===== src/rtl/rr_grant_fsm.sv =====
// Round-robin arbiter granting one shared resource to N requesters, with a
// bounded tenure under contention and a one-cycle turnaround gap between owners.
module rr_grant_fsm #(
  parameter int unsigned N        = 4,
  parameter int unsigned ID_W     = 2,
  parameter int unsigned MAX_HOLD = 8,
  parameter int unsigned CNT_W    = 8
) (
  input  logic            clk,
  input  logic            reset_n,
  input  logic [N-1:0]    req,
  output logic [N-1:0]    grant,
  output logic            busy,
  output logic [ID_W-1:0] owner,
  output logic            expire
);

  typedef enum logic [1:0] {
    ST_IDLE    = 2'b00,
    ST_GRANT   = 2'b01,
    ST_RECOVER = 2'b10
  } state_e;

  localparam logic [CNT_W-1:0] HoldLast = CNT_W'(MAX_HOLD - 1);
  localparam logic [ID_W-1:0]  LastId   = ID_W'(N - 1);

  state_e          state_q, state_d;
  logic [ID_W-1:0] ptr_q, ptr_d;
  logic [CNT_W-1:0] hold_q, hold_d;
  logic [N-1:0]    grant_q, grant_d;
  logic            busy_q, busy_d;
  logic [ID_W-1:0] owner_q, owner_d;

  logic [ID_W-1:0] win;
  logic [ID_W-1:0] idx;
  logic            found;
  logic            any_req;
  logic            owner_req;
  logic            others_req;
  logic            hold_last;
  logic [ID_W-1:0] ptr_next;

  // First requester found scanning upward from ptr, wrapping modulo N.
  always_comb begin
    win   = '0;
    idx   = '0;
    found = 1'b0;
    for (int k = 0; k < int'(N); k++) begin
      idx = ID_W'((int'(ptr_q) + k) % int'(N));
      if (!found && req[idx]) begin
        found = 1'b1;
        win   = idx;
      end
    end
  end

  assign any_req    = |req;
  assign owner_req  = req[owner_q];
  assign others_req = |(req & ~grant_q);
  assign hold_last  = (hold_q == HoldLast);
  assign ptr_next   = (owner_q == LastId) ? '0 : owner_q + ID_W'(1);

  // Preemption pulse: only fires while the owner still wants the resource.
  assign expire = (state_q == ST_GRANT) & owner_req & hold_last & others_req;

  always_ff @(posedge clk or negedge reset_n) begin
    if (!reset_n) begin
      state_q <= ST_IDLE;
      ptr_q   <= '0;
      hold_q  <= '0;
      grant_q <= '0;
      busy_q  <= 1'b0;
      owner_q <= '0;
    end else begin
      state_q <= state_d;
      ptr_q   <= ptr_d;
      hold_q  <= hold_d;
      grant_q <= grant_d;
      busy_q  <= busy_d;
      owner_q <= owner_d;
    end
  end

  always_comb begin
    state_d = state_q;
    ptr_d   = ptr_q;
    hold_d  = hold_q;
    grant_d = grant_q;
    busy_d  = busy_q;
    owner_d = owner_q;
    case (state_q)
      ST_IDLE, ST_RECOVER: begin
        state_d = ST_IDLE;
        grant_d = '0;
        busy_d  = 1'b0;
        if (any_req) begin
          state_d = ST_GRANT;
          owner_d = win;
          grant_d = N'(1) << win;
          busy_d  = 1'b1;
          hold_d  = '0;
        end
      end
      ST_GRANT: begin
        // Release takes precedence over expiry; both rotate priority past the owner.
        if (!owner_req || expire) begin
          state_d = ST_RECOVER;
          ptr_d   = ptr_next;
          grant_d = '0;
          busy_d  = 1'b0;
        end else if (!hold_last) begin
          hold_d = hold_q + CNT_W'(1);
        end
      end
      default: begin
        state_d = ST_IDLE;
        grant_d = '0;
        busy_d  = 1'b0;
      end
    endcase
  end

  assign grant = grant_q;
  assign busy  = busy_q;
  assign owner = owner_q;

endmodule


===== config.mk =====
export PLATFORM = sky130hd
export DESIGN_NAME = rr_grant_fsm
export DESIGN_NICKNAME = d
export VERILOG_FILES = /design/src/rtl/rr_grant_fsm.sv
export SDC_FILE = /design/constraint.sdc
export NUM_CORES = 1
export LEC_CHECK = 0
export BUFFER_PORTS_ARGS = -buffer_cell sky130_fd_sc_hd__buf_2
export CORE_MARGIN = 4
export CORE_UTILIZATION = 43
export DETAILED_ROUTE_END_ITERATION = 8
export PLACE_DENSITY_LB_ADDON = 0.3
export RECOVER_POWER = 100
export SLEW_MARGIN = 40
export SYNTH_ARGS = -nofsm -noshare
export SYNTH_HDL_FRONTEND = slang
export SYNTH_SLANG_ARGS = --single-unit

===== constraint.sdc =====
create_clock -name clk -period 2.6 [get_ports clk]
set_input_delay 0.52 -clock clk [delete_from_list [all_inputs] [get_ports clk]]
set_output_delay 0.52 -clock clk [all_outputs]
set_load 0.01 [all_outputs]

Word level (Yosys, flattened, before mapping) --
Index checks and enable logic that the tools add are counted.
Word-level totals: input bits 6, register bits after elaboration 19, logic and storage cells 77
Cells by class: reductions and logical operators 16, equality and inequality tests 8, mux-type cells 31, order comparisons 5, shifts and indexed selects 1, add/sub/neg operators 5, bitwise gates (word level) 5
Operators with widths (number):
- 8-bit two-way mux | 3
- 8-bit one-hot mux with 2 select lines | 1
- 2-bit by 3-bit less-than comparator with 1-bit output, second input constant | 5
- 2-bit two-way mux | 6
- 1-bit two-way mux | 11
- 1-bit binary-select mux with 2-bit select | 5
- 8-bit by 1-bit adder with 8-bit output, second input constant | 1
- 8-bit by 3-bit == test with 1-bit output, second input constant | 1
- 4-bit two-way mux | 2
- 4-bit one-hot mux with 2 select lines | 1
- 4-bit OR reduction | 2
- 2-bit inequality test, second input constant | 3
- 2-bit by 1-bit adder with 2-bit output, second input constant | 2
- 2-bit adder, second input constant | 2
- 4-bit AND | 1
- 2-bit == test, second input constant | 2
- 1-bit zero test | 4
- 4-bit NOT | 1
- 2-bit one-hot mux with 2 select lines | 1
- 2-bit AND reduction | 2
- 4-bit AND reduction | 1
- 1-bit by 2-bit << shifter with 4-bit output, first input constant | 1
- 1-bit AND | 3
- 1-bit logical AND | 3
- other kinds (7) | 7

Longest topological paths before layout --
depth after elaboration 15, depth in mapped cells 5, mapped depth without buffers 5

Least setup slack after synthesis --
No wires, ideal clock.
path kind flip-flop to output port, start point register hold_q[4], end point output expire, arrival 1533 ps, path buffers 0, cell stages (with the launch flop) 4, setup slack 547 ps, path through dfrtp_1 or4_4 nor4_4 and3_2
On the way: cells in the longest elaborated chain, start to end 3
Ends and longest elaborated chain:
- start: declaration | line 29 | logic [CNT_W-1:0] hold_q, hold_d;
- start signal: assignment | line 77 | hold_q <= hold_d;
- 8-bit by 3-bit == test with 1-bit output | line 60 | assign hold_last = (hold_q == HoldLast);
- 1-bit AND (2 in a row) | line 64 | assign expire = (state_q == ST_GRANT) & owner_req & hold_last & others_req;
- end: declaration | line 15 | output logic expire
No other way between the ends.

Worst setup path after layout --
Ends and elaborated chain as after synthesis.

==> flow_summary.html <==
<table>
<tr><th>Metric</th><th>Value</th></tr>
<tr><th colspan="2">Clocking</th></tr>
<tr><td>Clock Path Buffers</td><td>2</td></tr>
<tr><td>Clock Tree Root</td><td>sky130_fd_sc_hd__clkbuf_4</td></tr>
<tr><td>Register clock-pin slew on the reported worst setup and hold paths</td><td>~0.11 ns</td></tr>
<tr><td>Worst skew pair latency</td><td>0.30 ns</td></tr>
<tr><td>Clock net sink count</td><td>19</td></tr>
<tr><td>Hold buffer count at CTS</td><td>0</td></tr>
<tr><td>Number of instances resized during post-cts repair</td><td>0</td></tr>
<tr><td>Clock tree from TritonCTS</td><td>built</td></tr>
<tr><td># Post-CTS Setup Buffers</td><td>0</td></tr>
<tr><td>Number of H-tree branching levels</td><td>1</td></tr>
<tr><td>Number of clock buffers inserted by TritonCTS</td><td>3</td></tr>
<tr><th colspan="2">Place</th></tr>
<tr><td>Port Buffer Count</td><td>13</td></tr>
<tr><td>Final GP Congestion</td><td>0.835</td></tr>
<tr><td>Post-Place Cell Area</td><td>approximately 1100 µm²</td></tr>
<tr><td>Placed wire-length estimate after detailed placement</td><td>1.67 mm</td></tr>
<tr><th colspan="2">Layout</th></tr>
<tr><td>Area Growth Syn to Fin</td><td>10.6%</td></tr>
<tr><td>Area occupied by multi-input gates</td><td>about 540 µm²</td></tr>
<tr><td>Count of inserted antenna diode cells</td><td>0</td></tr>
<tr><td>NumNets Final</td><td>125</td></tr>
<tr><td>Seq. cell area</td><td>475 µm²</td></tr>
<tr><td>Cell area after layout</td><td>1150 µm²</td></tr>
<tr><td>Utilization of the core after routing</td><td>51.1%</td></tr>
<tr><td>Filler cell count</td><td>229</td></tr>
<tr><td>Share of cells above drive strength 1</td><td>14.7%</td></tr>
<tr><th colspan="2">Global routing</th></tr>
<tr><td>Antenna violations before repair</td><td>0</td></tr>
<tr><td>Global-route wire length before repair</td><td>3.91 mm</td></tr>
<tr><td>Final global-route overflow total</td><td>0</td></tr>
<tr><td>Pin count of the biggest net entering global routing</td><td>20</td></tr>
<tr><td>Vias in the first global route</td><td>880</td></tr>
<tr><td>Overall Global Routing Usage</td><td>15.4%</td></tr>
<tr><th colspan="2">STA</th></tr>
<tr><td>Number of endpoints with negative hold slack in the final report</td><td>0</td></tr>
<tr><td>Slew at the pin closest to its max-slew limit</td><td>1.02 ns</td></tr>
<tr><td>Final-report setup violation count</td><td>0</td></tr>
<tr><td>F_max</td><td>~420 MHz</td></tr>
<tr><td>Slew Limit Fails</td><td>0</td></tr>
<tr><td>Setup Skew</td><td>0.00762 ns</td></tr>
<tr><td>Tcrit/Tclk final</td><td>91.5%</td></tr>
<tr><td>Worst hold slack</td><td>approximately 0.36 ns</td></tr>
<tr><td>Accumulated negative setup slack</td><td>0 ns</td></tr>
<tr><td>Setup repair after global routing missed its margin</td><td>false</td></tr>
<tr><td>Minimum period implied by the final worst setup slack</td><td>~2.4 ns</td></tr>
<tr><td>Tightest slew margin relative to the limit</td><td>32.2%</td></tr>
<tr><th colspan="2">Synth</th></tr>
<tr><td>Seq/Total Area, Yosys</td><td>45.7%</td></tr>
<tr><td>Per-instance average area after synthesis</td><td>10.6 µm²</td></tr>
<tr><td>Number of enable-type register cells in the synthesized netlist</td><td>0</td></tr>
<tr><td>Yosys synthesis warning count</td><td>0</td></tr>
<tr><td>Most common cell in the netlist</td><td>sky130_fd_sc_hd__dfrtp_1</td></tr>
<tr><td>Most frequently used flop master after synthesis</td><td>sky130_fd_sc_hd__dfrtp_1</td></tr>
<tr><td>Cells after Synth</td><td>98</td></tr>
<tr><td>Number of distinct library cells after synthesis</td><td>41</td></tr>
<tr><td>Net count after synthesis</td><td>106</td></tr>
<tr><td>Synth top area cells</td><td>sky130_fd_sc_hd__dfrtp_1 (46%), sky130_fd_sc_hd__nand2b_1 (5.4%), sky130_fd_sc_hd__nand2_1 (2.9%)</td></tr>
<tr><td>Area share of the largest cell type after synthesis</td><td>~46%</td></tr>
<tr><td>Largest area contributor in the netlist</td><td>sky130_fd_sc_hd__dfrtp_1</td></tr>
<tr><td>Share of flip-flops with an asynchronous set or reset after synthesis</td><td>between 90% and 100%</td></tr>
<tr><td>Most frequent cells after synthesis</td><td>sky130_fd_sc_hd__dfrtp_1 (19), sky130_fd_sc_hd__nand2b_1 (9), sky130_fd_sc_hd__nand2_1 (8), sky130_fd_sc_hd__nor2_1 (8), sky130_fd_sc_hd__a21oi_1 (4)</td></tr>
<tr><td>Number of storage elements in the synthesis netlist</td><td>19</td></tr>
<tr><td>Netlist area before placement</td><td>1040 µm²</td></tr>
<tr><th colspan="2">Power</th></tr>
<tr><td>Power density normalized to cell area</td><td>935 nW/µm²</td></tr>
<tr><td>Static leakage power</td><td>about 0.53 nW</td></tr>
<tr><td>IR Drop Worst-Case VDD</td><td>561 µV</td></tr>
<tr><th colspan="2">Route</th></tr>
<tr><td>Wire per inst</td><td>15.2 µm</td></tr>
<tr><td>Wire length reported by the detailed router</td><td>~2.2 mm</td></tr>
<tr><td>DRC viols</td><td>0</td></tr>
<tr><td>DRC violation total after the first TritonRoute iteration</td><td>22</td></tr>
<tr><td>Via density</td><td>5.85</td></tr>
<tr><td>Post-route antenna net violation count</td><td>0</td></tr>
<tr><td>Detailed-router iteration count before antenna repair</td><td>4</td></tr>
<tr><td>DR vias</td><td>approximately 840</td></tr>
<tr><th colspan="2">Floorplanning</th></tr>
<tr><td>Floorplan die area</td><td>3270 µm²</td></tr>
<tr><td>Die width</td><td>between 50 and 60 µm</td></tr>
<tr><td>I/O pin total</td><td>14</td></tr>
<tr><td>Chip height</td><td>57.2 µm</td></tr>
<tr><td>Number of cell rows</td><td>17</td></tr>
<tr><td>Initial standard-cell utilization of the core</td><td>46.2%</td></tr>
<tr><td>Placeable Area</td><td>approximately 2300 µm²</td></tr>
<tr><th colspan="2">Setup path</th></tr>
<tr><td>Critical Setup Path Class</td><td>reg2out</td></tr>
<tr><td>CP max-delay cell</td><td>sky130_fd_sc_hd__or4_1</td></tr>
<tr><td>CP Launch Type</td><td>flip-flop</td></tr>
<tr><td>Maximum fanout encountered on the critical timing path</td><td>6</td></tr>
<tr><td>Required time at the endpoint of the critical path</td><td>2.08 ns</td></tr>
<tr><td>Largest stage delay, worst path</td><td>0.57 ns</td></tr>
<tr><td>Buffers &amp; Inverters on Critical Path</td><td>1</td></tr>
<tr><td>Gate family responsible for the most delay along the worst path</td><td>simple AND/OR/NAND/NOR gates</td></tr>
<tr><td>Arrival time of the worst setup path</td><td>roughly 1.9 ns</td></tr>
<tr><td>List of cells traversed by the critical path</td><td>or4_1 &gt; nor4_4 &gt; and3_2 &gt; buf_2</td></tr>
<tr><td>Endpoint kind of the worst setup timing path</td><td>output port</td></tr>
<tr><th colspan="2">Flow run</th></tr>
<tr><td>Count of max-cap constraint violations</td><td>0</td></tr>
<tr><th colspan="2">Hold path</th></tr>
<tr><td>Type of the most critical hold path</td><td>in2async</td></tr>
<tr><th colspan="2">Run status</th></tr>
<tr><td>Run status</td><td>completed</td></tr>
</table>
-- metal layers --
| metal | share of wire, % | wire length [µm] | GRT usage [%] | vias up |
|---|---|---|---|---|
| met5 | 0 | 0 | 0 | - |
| met4 | 1.2 | 27 | 6.62 | 0 |
| met3 | 4.5 | 98 | 3.17 | 4 |
| met2 | 48 | 1060 | 25.6 | 23 |
| met1 | 46 | 998 | 19.3 | 411 |
| li1 | - | - | - | 404 |
-- layout make-up --
class / count / area share [%]
well taps: 28 / 3.04
clock buffers: 3 / 1.96
flip-flops and latches: 19 / 41.3
repair buffers: 14 / 5.11
clock inverters: 1 / 0.435
multi-input cells: 76 / 47.2
inverters: 3 / 0.978
-- path summary, 6_finish.rpt --
path                                  end  cells past startpoint       from  slack [ns]
worst max-delay path               expire                      4  hold_q[4]        0.22
worst min-delay path             ptr_q[0]                      1    reset_n        0.36
worst max register to register   ptr_q[1]                      5  hold_q[4]        0.48
worst min register to register       busy                      1       busy        0.49
max in group asynchronous       hold_q[6]                      1    reset_n        1.63
min in group clk                     busy                      1       busy        0.49
-- flip-flops by register name, summed over array words and instances, names as in the netlist --
register / flops
busy: 1
state_q: 2
hold_q: 8
grant: 4
owner: 2
ptr_q: 2
-- kinds of logic (layout without fill, tap and decap cells) --
| logic type | count (synthesis) | in the layout | synth area share (%) |
|---|---|---|---|
| XOR/XNOR | 2 | 2 | 1.68 |
| flip-flops | 19 | 19 | 45.7 |
| AO/OA/AOI/OAI | 24 | 24 | 17.4 |
| multiplexers | 6 | 6 | 7.33 |
| adder cells (fa/ha/maj) | 2 | 2 | 2.40 |
| buffers and inverters | 3 | 21 | 1.08 |
| AND/OR/NAND/NOR | 42 | 42 | 24.4 |
-- metrics by stage --
| stage | instances | worst slack [ns] | power (W) |
|---|---|---|---|
| 2_1_floorplan | 98 | 0.547 | 0.000799 |
| 3_3_place_gp | 140 | 0.584 | 0.000941 |
| 3_5_place_dp | 140 | 0.577 | 0.000951 |
| 4_1_cts | 144 | 0.227 | 0.00111 |
| 5_1_grt | 144 | 0.110 | 0.00118 |
| 6_report | 144 | 0.220 | 0.00108 |
-- placed cells by master (no fill, tap or decap), types with 2 or more instances in the layout --
| master | n |
|---|---|
| sky130_fd_sc_hd__nand2_1 | 8 |
| sky130_fd_sc_hd__clkbuf_1 | 9 |
| sky130_fd_sc_hd__mux2_1 | 2 |
| sky130_fd_sc_hd__buf_2 | 5 |
| sky130_fd_sc_hd__dfrtp_1 | 19 |
| sky130_fd_sc_hd__nand4_1 | 3 |
| sky130_fd_sc_hd__or4_1 | 2 |
| sky130_fd_sc_hd__o2bb2ai_1 | 2 |
| sky130_fd_sc_hd__nor4b_1 | 2 |
| sky130_fd_sc_hd__inv_1 | 3 |
| sky130_fd_sc_hd__mux2i_1 | 2 |
| sky130_fd_sc_hd__a32o_1 | 2 |
| sky130_fd_sc_hd__nor2_1 | 8 |
| sky130_fd_sc_hd__a21o_1 | 3 |
| sky130_fd_sc_hd__nand2b_1 | 9 |
| sky130_fd_sc_hd__a21boi_0 | 2 |
| sky130_fd_sc_hd__a21oi_1 | 6 |
| sky130_fd_sc_hd__ha_1 | 2 |
| sky130_fd_sc_hd__clkbuf_4 | 3 |
-- report_power, final --
part | total (W) | switching [W] | internal (W) | leakage (nW)
logic | 0.000447 | 0.000258 | 0.000188 | 0.261
clock network | 0.000149 | 0.0000921 | 0.0000574 | 0.0177
registers | 0.000480 | 0.0000907 | 0.000389 | 0.248
total | 0.00108 | 0.000441 | 0.000635 | 0.527
No activity file was read; power rests on OpenSTA's default activity.
